**config.mk**
```make
export PLATFORM = sky130hd
export DESIGN_NAME = uart_rx_fifo
export DESIGN_NICKNAME = d
export VERILOG_FILES = /design/src/rtl/uart_rx_fifo.sv
export SDC_FILE = /design/constraint.sdc
export NUM_CORES = 1
export LEC_CHECK = 0
export ABC_CLOCK_PERIOD_IN_PS = 3500
export CORE_MARGIN = 1
export CORE_UTILIZATION = 61
export CTS_BUF_LIST = sky130_fd_sc_hd__clkbuf_8
export DETAILED_ROUTE_END_ITERATION = 12
export GPL_TIMING_DRIVEN = 1
export PLACE_DENSITY = 0.8
export SETUP_SLACK_MARGIN = 0.4
export SYNTH_ARGS = -nofsm -noshare
export SYNTH_HDL_FRONTEND = slang
export SYNTH_SLANG_ARGS = --single-unit
```
**constraint.sdc**
```tcl
create_clock -name clk_16bd -period 3.5 [get_ports clk_16bd]
set_clock_uncertainty 0.15 [all_clocks]
set_input_delay 0.7 -clock clk_16bd [delete_from_list [all_inputs] [get_ports clk_16bd]]
set_output_delay 0.7 -clock clk_16bd [all_outputs]
set_load 0.01 [all_outputs]
```
**src/rtl/uart_rx_fifo.sv**
```systemverilog
// rtl/uart_rx_fifo.sv - receive frame FIFO with FWFT read, occupancy and sticky overflow
module uart_rx_fifo #(
    parameter int DEPTH  = 16,
    parameter int ADDR_W = 4
) (
    input  logic              clk_16bd,
    input  logic              rst,
    input  logic [8:0]        frame,
    input  logic              frame_valid,
    input  logic              rd_en,
    input  logic              ovf_clr,
    output logic [8:0]        rd_data,
    output logic              empty,
    output logic              full,
    output logic [ADDR_W:0]   count,
    output logic              overflow
);

    localparam logic [ADDR_W:0] FULL_CNT = DEPTH[ADDR_W:0];

    logic [8:0]        mem [DEPTH];
    logic [ADDR_W-1:0] wr_ptr;
    logic [ADDR_W-1:0] rd_ptr;
    logic              fv_d;
    logic              wr_evt;
    logic              rd_evt;
    logic              wr_ok;
    logic              wr_drop;

    assign empty   = (count == '0);
    assign full    = (count == FULL_CNT);
    assign wr_evt  = frame_valid & ~fv_d;
    assign rd_evt  = rd_en & ~empty;
    // A simultaneous pop frees the slot, so a write while full is still accepted.
    assign wr_ok   = wr_evt & (~full | rd_evt);
    assign wr_drop = wr_evt & full & ~rd_evt;
    assign rd_data = empty ? 9'd0 : mem[rd_ptr];

    always_ff @(posedge clk_16bd) begin
        if (wr_ok) begin
            mem[wr_ptr] <= frame;
        end
    end

    // fv_d resets high so a strobe already asserted at reset release is not taken as an edge.
    always_ff @(posedge clk_16bd or posedge rst) begin
        if (rst) begin
            wr_ptr   <= '0;
            rd_ptr   <= '0;
            count    <= '0;
            fv_d     <= 1'b1;
            overflow <= 1'b0;
        end else begin
            fv_d <= frame_valid;
            if (wr_ok) begin
                wr_ptr <= wr_ptr + 1'b1;
            end
            if (rd_evt) begin
                rd_ptr <= rd_ptr + 1'b1;
            end
            if (wr_ok && !rd_evt) begin
                count <= count + 1'b1;
            end else if (rd_evt && !wr_ok) begin
                count <= count - 1'b1;
            end
            if (wr_drop) begin
                overflow <= 1'b1;
            end else if (ovf_clr) begin
                overflow <= 1'b0;
            end
        end
    end

endmodule

```
-- Word-level counts from Yosys, hierarchy flattened
Memories as Yosys holds them, arrays and structs flattened.
Index checks and enable logic that the tools add are counted.
- register bits: 15
- bits in read-only memories: 0
- output and inout port bits: 17
- bits in writable memories: 144
- input port bits: 14
- memories: 1
- word-level logic and storage cells: 35
- bits in latches: 0
- muxes and demuxes: 7
- $mul: 0
- shifts and indexed selects: 0
- add/sub/neg operators: 4
- $lt $le $gt $ge: 0
- divide/modulo/power cells: 0
- reductions and logical operators: 7
- equal/unequal tests: 1
- bitwise gates (word level): 10
- memory list (name ; depth ; width ; rd ports ; clocked after memory_dff ; write ports ; line ; text):
    mem ; 16 ; 9 ; 1 ; 0 ; 1 ; 21 ; logic [8:0] mem [DEPTH];
- operator list (cell ; count):
    5-bit 2-to-1 mux ; 2
    9-bit 2-to-1 mux ; 1
    4-bit by 1-bit adder with 4-bit output, second input constant ; 2
    5-bit by 1-bit adder with 5-bit output, second input constant ; 1
    1-bit bitwise AND ; 5
    5-bit equality test, second input constant ; 1
    5-bit zero test ; 1
    5-bit by 1-bit subtractor with 5-bit output, second input constant ; 1
    1-bit 2-to-1 mux ; 4
    1-bit NOT ; 4
    2-bit nonzero test ; 2
    1-bit logical AND ; 2
    1-bit zero test ; 2
    1-bit bitwise OR ; 1

-- Longest topological paths before layout
Gate-level depths: netlist (run 1).
- depth in word-level cells: 9
- depth in mapped cells: 11
- mapped depth without buffers: 10

-- Worst setup path before layout (run 1)
OpenSTA, ideal clock, no wires.
- path kind: flip-flop to flip-flop
- start point: register count[0]
- end point: register count[4]
- path buffers: 1
- data arrival time: 2.804 ns
- stages on the path, launching flop included: 12
- path slack: 0.420 ns
- clock period less this slack: 3.080 ns
- setup time: 0.126 ns
- required time: 3.224 ns
- cells stage by stage: dfrtp_1 > nor4_2 > a31o_1 > buf_4 > inv_2 > ha_1 > inv_1 > ha_1 > a21o_1 > a2111oi_0 > a31oi_1 > a221o_1
- longest elaborated chain between the ends: 8
- elaborated cells on any way between the ends: 16
- classes of those cells: add/sub (2); eq/ne (1); mux (2); bitwise (5); reduce/logical (6)
- ends and longest elaborated chain (item ; line ; text):
    start: declaration ; 15 ; output logic [ADDR_W:0] count,
    start signal: assignment ; 62 ; count <= count + 1'b1;
    start signal: assignment ; 64 ; count <= count - 1'b1;
    5-bit zero test ; 30 ; assign empty = (count == '0);
    1-bit NOT ; 33 ; assign rd_evt = rd_en & ~empty;
    1-bit bitwise AND ; 33 ;
    1-bit bitwise OR * ; 35 ; assign wr_ok = wr_evt & (~full | rd_evt);
    1-bit bitwise AND * ; 35 ;
    net wr_ok ; 27 ; logic wr_ok;
    1-bit zero test ; 63 ; end else if (rd_evt && !wr_ok) begin
    1-bit logical AND ; 63 ;
    2-bit nonzero test (no source line) ; n/a ;
Mark *: on every way through the listed nets, which the timed path passes. The rest lies on a longest branch. The select of a mux whose other input is x is not followed.
A chain may end at the register's enable or synchronous reset.

-- Worst setup path in the final report (run 1)
- start point: register rd_ptr[1]
- end point: output rd_data[2]
- longest elaborated chain between the ends: 2
- ends and longest elaborated chain (item ; line ; text):
    start: declaration ; 23 ; logic [ADDR_W-1:0] rd_ptr;
    start signal: assignment ; 59 ; rd_ptr <= rd_ptr + 1'b1;
    memory read 16 x 9 bit ; n/a ;
    9-bit 2-to-1 mux ; 37 ; assign rd_data = empty ? 9'd0 : mem[rd_ptr];
    end: declaration ; 12 ; output logic [8:0] rd_data,
No other way between the ends.

==> results of run 1 <==
-- synthesized netlist by cell type (2+ instances only) --
cell type | number | area, sq um
o21ai_1 | 10 | 50.1
mux4_1 | 17 | 447
mux4_2 | 19 | 428
nand2_1 | 9 | 33.8
and2_1 | 5 | 31.3
o21ai_0 | 2 | 10.0
clkbuf_1 | 3 | 11.3
nor3_1 | 5 | 25.0
mux2_2 | 11 | 124
buf_2 | 4 | 20.0
xnor2_1 | 7 | 61.3
a21oi_1 | 12 | 60.1
mux2i_1 | 9 | 90.1
inv_1 | 8 | 30.0
dfrtp_1 | 14 | 350
edfxtp_1 | 144 | 4320
buf_6 | 4 | 45.0
and3_1 | 4 | 25.0
ha_1 | 9 | 113
buf_4 | 3 | 22.5
xor2_1 | 2 | 17.5
nand3_1 | 6 | 30.0
a21o_1 | 3 | 22.5
nor2_1 | 7 | 26.3
-- state kept, by name, summed over array words and instances (netlist names) --
register,cells
mem,144
count,5
rd_ptr,4
wr_ptr,4
fv_d,1
overflow,1
-- cells by family after synthesis --
group	Yosys count	synth area share
xor gates and xnor gates	9	0.0120
muxes	56	0.166
DFF	159	0.716
buffers and inverters	26	0.0252
and+or+nand+nor	41	0.0324
AOI/OAI and AO/OA	32	0.0278
adders and majority gates	10	0.0202
-- through the flow --
| step | util | setup slack, ns |
|---|---|---|
| finish | 0.739 | 0.273 |
| global route | 0.739 | 0.200 |
| floorplan | - | 0.420 |
| CTS | 0.733 | 0.316 |
| detailed placement | 0.680 | -0.101 |
| global placement | 0.680 | 0.0858 |
-- layout make-up --
class                      count  area, sq um
clock inverter                15          148
multi-input combinational    148         1770
fill                         610         2710
inverter                       9         33.8
clock buffer                  17          234
timing repair buffer          55          602
sequential                   159         4700
tap                          136          170
-- what timing repair did --
item	4_1_cts	5_1_grt
resized for setup	62	11
pin swaps	1	2
endpoints found under the hold margin	0	0
setup endpoints to repair	11	11
cloned	4	0
setup buffers	4	2
-- power breakdown --
group | switching, mW | total (mW) | leakage (nW) | internal (mW)
Combinational | 1.06 | 2.32 | 0.995 | 1.25
Clock | 0.663 | 1.29 | 0.200 | 0.632
Sequential | 0.219 | 2.46 | 1.47 | 2.24
-- worst max path at each step --
stage	start	slack, ns	to
global placement	rd_en	0.09	count[4]
finish	rd_ptr[1]	0.27	rd_data[2]
CTS	rd_ptr[1]	0.32	rd_data[2]
global route	rd_ptr[1]	0.20	rd_data[2]
floorplan	count[0]	0.42	count[4]
detailed placement	rd_en	-0.10	count[4]
-- routing by layer --
metal  vias to the layer above  global-route usage
li1                       1463                   -
met1                      1725               0.348
met2                       200               0.425
met3                        29              0.0693
met4                         0               0.113
met5                         -                   0
-- cells in the final DEF (no fill, tap or decap), types with 3 or more instances in the layout --
cell             count
a21oi_1              9
clkdlybuf4s50_1     21
nand2_1              8
buf_12               5
inv_1               10
mux2i_1              9
clkbuf_8            17
dfrtp_2              3
and3_1               4
mux2_4               5
nand3_1              6
xnor2_1              7
o21ai_1              7
mux4_2              27
a21o_1               3
nor3_1               5
nor2_1               7
buf_2                8
dfrtp_1             11
and2_1               5
mux2_2               6
edfxtp_1           144
inv_6                3
ha_1                 7
clkinv_4             4
mux4_1               9
buf_4               16
-- worst min-delay path, stage by stage, from the launching register on --
cell and delay, ns:
dfrtp_1 0.40, inv_1 0.07, o22ai_1 0.07
==> metrics.txt, run 1 <==
diode count 0; Crit path depth 7; Cell variety after synth 40; Worst Path Arrival 2.38 ns; Crit path required time 2.65 ns; All-Layer GR Usage 0.265; clk_lat worst skew 0.44 ns; CP cell instances buf_12 -> buf_16 -> mux4_2 -> mux2_4 -> o21ai_4 -> a21oi_4 -> buf_6; cts hold-fix bufs 0; hold slack 0.425 ns; Syn Inst Count 333; die height 106 um; I/O pin cnt 31; hold path cells 2; RSZ-0062 raised after global routing yes; dpl cells 497; M1 wire length 5220 um; Setup crit end kind primary output; Clock transition at path regs 0.08 ns; chip width 106 um; Leak 2.67 nW; Post-synth EDFFs 144; Final setup viols 0; fin crit period 3.23 ns; Mean Syn Cell Area 19.7 sq um; CORE AREA 10400 sq um; CTS tree yes; Final Cycle Share 0.922; Final TNS setup 0 ns; fraction of the yosys area taken by sequential cells 0.716; mapped cell area 6560 sq um; critical path type reg2out; DRC 0; initial antenna violation count 0; largest fanout on the critical path 5; total CTS buffers 17; R2R Path Start count[2]; Via Count 3417; die area 11200 sq um; Post-Layout Cell Count 539; pwr dens 792 nW/um^2; Final Instance Area 7660 sq um; RePlAce Congestion 0.712; Root Buffer clkbuf_8; top sig layer met4; final wirelength 13600 um; DP HPWL 7450 um; Bufs on Longest Clock Path 2; Worst path slowest cell mux4_2; Port Buf Inserts 30; clk sink count 159; Pre-antenna DRT Iters 5; Hold Crit Endpoint overflow; max cap viols 0; via/cell ratio 6.34; Final #Nets 414; Overflow after GRT 0; proportion of layout cells with a drive suffix above 1 0.290; ys flop type edfxtp_1; Yosys reg bits 159; Yosys warning total 0; Reg-to-Reg End count[4]; # rows 37; CP startpoint kind register; Synth Net Count 357; first-pass GRT wire length 20400 um; Max Slew Vio Count 0; f_max 0.310 GHz; reg2reg setup slack 0.55 ns; antenna viol nets, final 0; Max transition margin 0.337; Worst Path Buf+Inv 3; Hold/Removal Path Class reg2reg; area grow syn2layout 16.8%; Worst R2R Path Depth 10; CP delay by family, top multiplexers; Final Hold Fails 0; drt initial violations 310; wire length per cell 25.2 um; Synth async-reset ratio 0.0943; H-tree depth 4; hold_sp overflow; Routed met3 length 1220 um; status complete, no violations; vias in the first global route 3499; Initial Utilization 0.633; CP max stage delay 0.52 ns; pin count of the biggest net entering global routing 29; Pwr Total 6.07 mW; worst vdd ir 0.471 mV; met2 wire len 6750 um; worst-margin pin slew 0.995 ns; placed inst area 7050 sq um
(Power assumes the default switching activity.)
==> run 2: changes to the inputs <==
==> config.mk (replaced) <==
export PLATFORM = sky130hd
export DESIGN_NAME = uart_rx_fifo
export DESIGN_NICKNAME = d
export VERILOG_FILES = /design/src/rtl/uart_rx_fifo.sv
export SDC_FILE = /design/constraint.sdc
export NUM_CORES = 1
export LEC_CHECK = 0
export ABC_CLOCK_PERIOD_IN_PS = 2900
export CORE_MARGIN = 1
export CORE_UTILIZATION = 56
export CTS_BUF_LIST = sky130_fd_sc_hd__clkbuf_8
export DETAILED_ROUTE_END_ITERATION = 12
export GPL_TIMING_DRIVEN = 1
export PLACE_DENSITY = 0.78
export SETUP_SLACK_MARGIN = 0.4
export SKIP_LAST_GASP = 1
export SYNTH_ARGS = -nofsm -noshare
export SYNTH_HDL_FRONTEND = slang
export SYNTH_SLANG_ARGS = --single-unit
==> constraint.sdc (replaced) <==
create_clock -name clk_16bd -period 2.9 [get_ports clk_16bd]
set_clock_uncertainty 0.15 [all_clocks]
set_input_delay 0.58 -clock clk_16bd [delete_from_list [all_inputs] [get_ports clk_16bd]]
set_output_delay 0.58 -clock clk_16bd [all_outputs]
set_load 0.01 [all_outputs]
==> run 2 against run 1 <==
Effect of this change:
- wire length is 1.3% lower
- critical endpoint unchanged
- total power is 27% higher
- largest power group is now combinational logic
- register-to-register slack worse by 0.50 ns
- critical path type unchanged
- first-iteration DRC count up 4.5%
- sequential share of layout area fell by 2.9 points
- clock-buffer cell count unchanged
- the flow now finishes with violations (negative setup slack)
==> metrics.txt, run 2 (synthesis gave the netlist of run 1 again) <==
die height 110 um; via/cell ratio 5.91; initial antenna violation count 0; status finished with violations; area grow syn2layout 22.5%; cts hold-fix bufs 0; chip width 110 um; critical path type reg2out; Max transition margin 0.578; CORE AREA 11400 sq um; Final Hold Fails 0; Worst R2R Path Depth 11; wire length per cell 23.0 um; Final Instance Area 8040 sq um; Overflow after GRT 0; RSZ-0062 raised after global routing yes; drt initial violations 324; pwr dens 962 nW/um^2; fin crit period 3.02 ns; worst-margin pin slew 0.633 ns; antenna viol nets, final 0; largest fanout on the critical path 4; dpl cells 535; reg2reg setup slack 0.05 ns; failing checks negative setup slack; Final Cycle Share 1.04; vias in the first global route 3529; Largest register FFs 144; Max Slew Vio Count 0; DP HPWL 8090 um; clk sink count 159; Port Buf Inserts 30; Initial Utilization 0.575; f_max 0.331 GHz; H-tree depth 4; diode count 0; Reg with most FFs mem; placed inst area 7370 sq um; Hold/Removal Path Class in2async; Final TNS setup -0.818 ns; Root Buffer clkbuf_8; CTS tree yes; commonest cells after routing, fill and taps aside edfxtp_1, buf_4, mux4_2, clkdlybuf4s50_1, clkbuf_8; Pre-antenna DRT Iters 5; total CTS buffers 17; hold slack 0.384 ns; first-pass GRT wire length 20200 um; die area 12200 sq um; Final #Nets 449; DRC 0; Largest regs mem (144), count (5); pin count of the biggest net entering global routing 28; R2R Path Start count[3]; Clock transition at path regs 0.08 ns; RePlAce Congestion 0.758; Reg-to-Reg End count[4]; CP startpoint kind register; Post-Layout Cell Count 581; Crit path required time 2.17 ns; Final setup viols 8; leading cell type in the layout, fill and taps excluded edfxtp_1; max cap viols 0; Bufs on Longest Clock Path 2; clk_lat worst skew 0.43 ns; I/O pin cnt 31; Worst Path Arrival 2.29 ns; worst vdd ir 0.591 mV; # rows 39; Via Count 3431; Setup crit end kind primary output; All-Layer GR Usage 0.242; final worst setup slack -0.122 ns; Leak 2.84 nW; proportion of layout cells with a drive suffix above 1 0.397; post-place setup slack -0.307 ns; final wirelength 13400 um
-- run 2: cell type report --
type / count / area [sq um]
fill: 714 / 3380
sequential: 159 / 4710
inverter: 9 / 41.3
tap: 143 / 179
multi-input combinational: 148 / 1840
clock buffer: 17 / 234
clock inverter: 15 / 201
timing repair buffer: 90 / 840
-- run 2: per-layer routing --
metal,up-vias,wire (um),global-route usage
li1,1529,-,-
met1,1727,5570,0.335
met2,155,6730,0.385
met5,-,0,0
met3,20,910,0.0529
met4,0,183,0.0855
-- run 2: how the worst max path moves through the flow --
stage	endpoint	cells past startpoint	slack (ns)	start
4_1_cts	rd_data[8]	7	-0.17	rd_ptr[1]
3_5_place_dp	count[4]	11	-0.31	rd_en
5_1_grt	rd_data[2]	8	-0.22	rd_ptr[1]
3_3_place_gp	count[4]	11	-0.20	rd_en
2_1_floorplan	count[4]	11	0.17	rd_en
6_report	rd_data[2]	8	-0.12	rd_ptr[1]
-- run 2: where the power goes --
group	internal [mW]	leakage (nW)	switching, mW
Clock	1.01	0.218	0.752
Sequential	2.70	1.47	0.182
Combinational	1.65	1.15	1.44
Total	5.36	2.84	2.37
-- run 2: stage by stage --
stage,utilization,power [mW]
after global routing,0.704,8.11
after detailed placement,0.646,5.56
after floorplan,-,4.56
after CTS,0.697,7.63
final,0.704,7.73
after global placement,0.646,5.50
-- run 2: timing repair --
action	CTS	global route
cloned	2	0
setup buffers	10	2
endpoints found under the setup margin	13	31
pin swaps	12	12
gates resized for setup	89	20
hold endpoints to repair	0	0
-- run 2: worst max-delay path, stage by stage (launching register included) --
cell and delay [ns]:
dfrtp_2 0.45, buf_6 0.13, buf_6 0.09, buf_6 0.09, mux4_2 0.48, mux2_4 0.29
o21ai_4 0.13, a21oi_2 0.04, buf_2 0.15
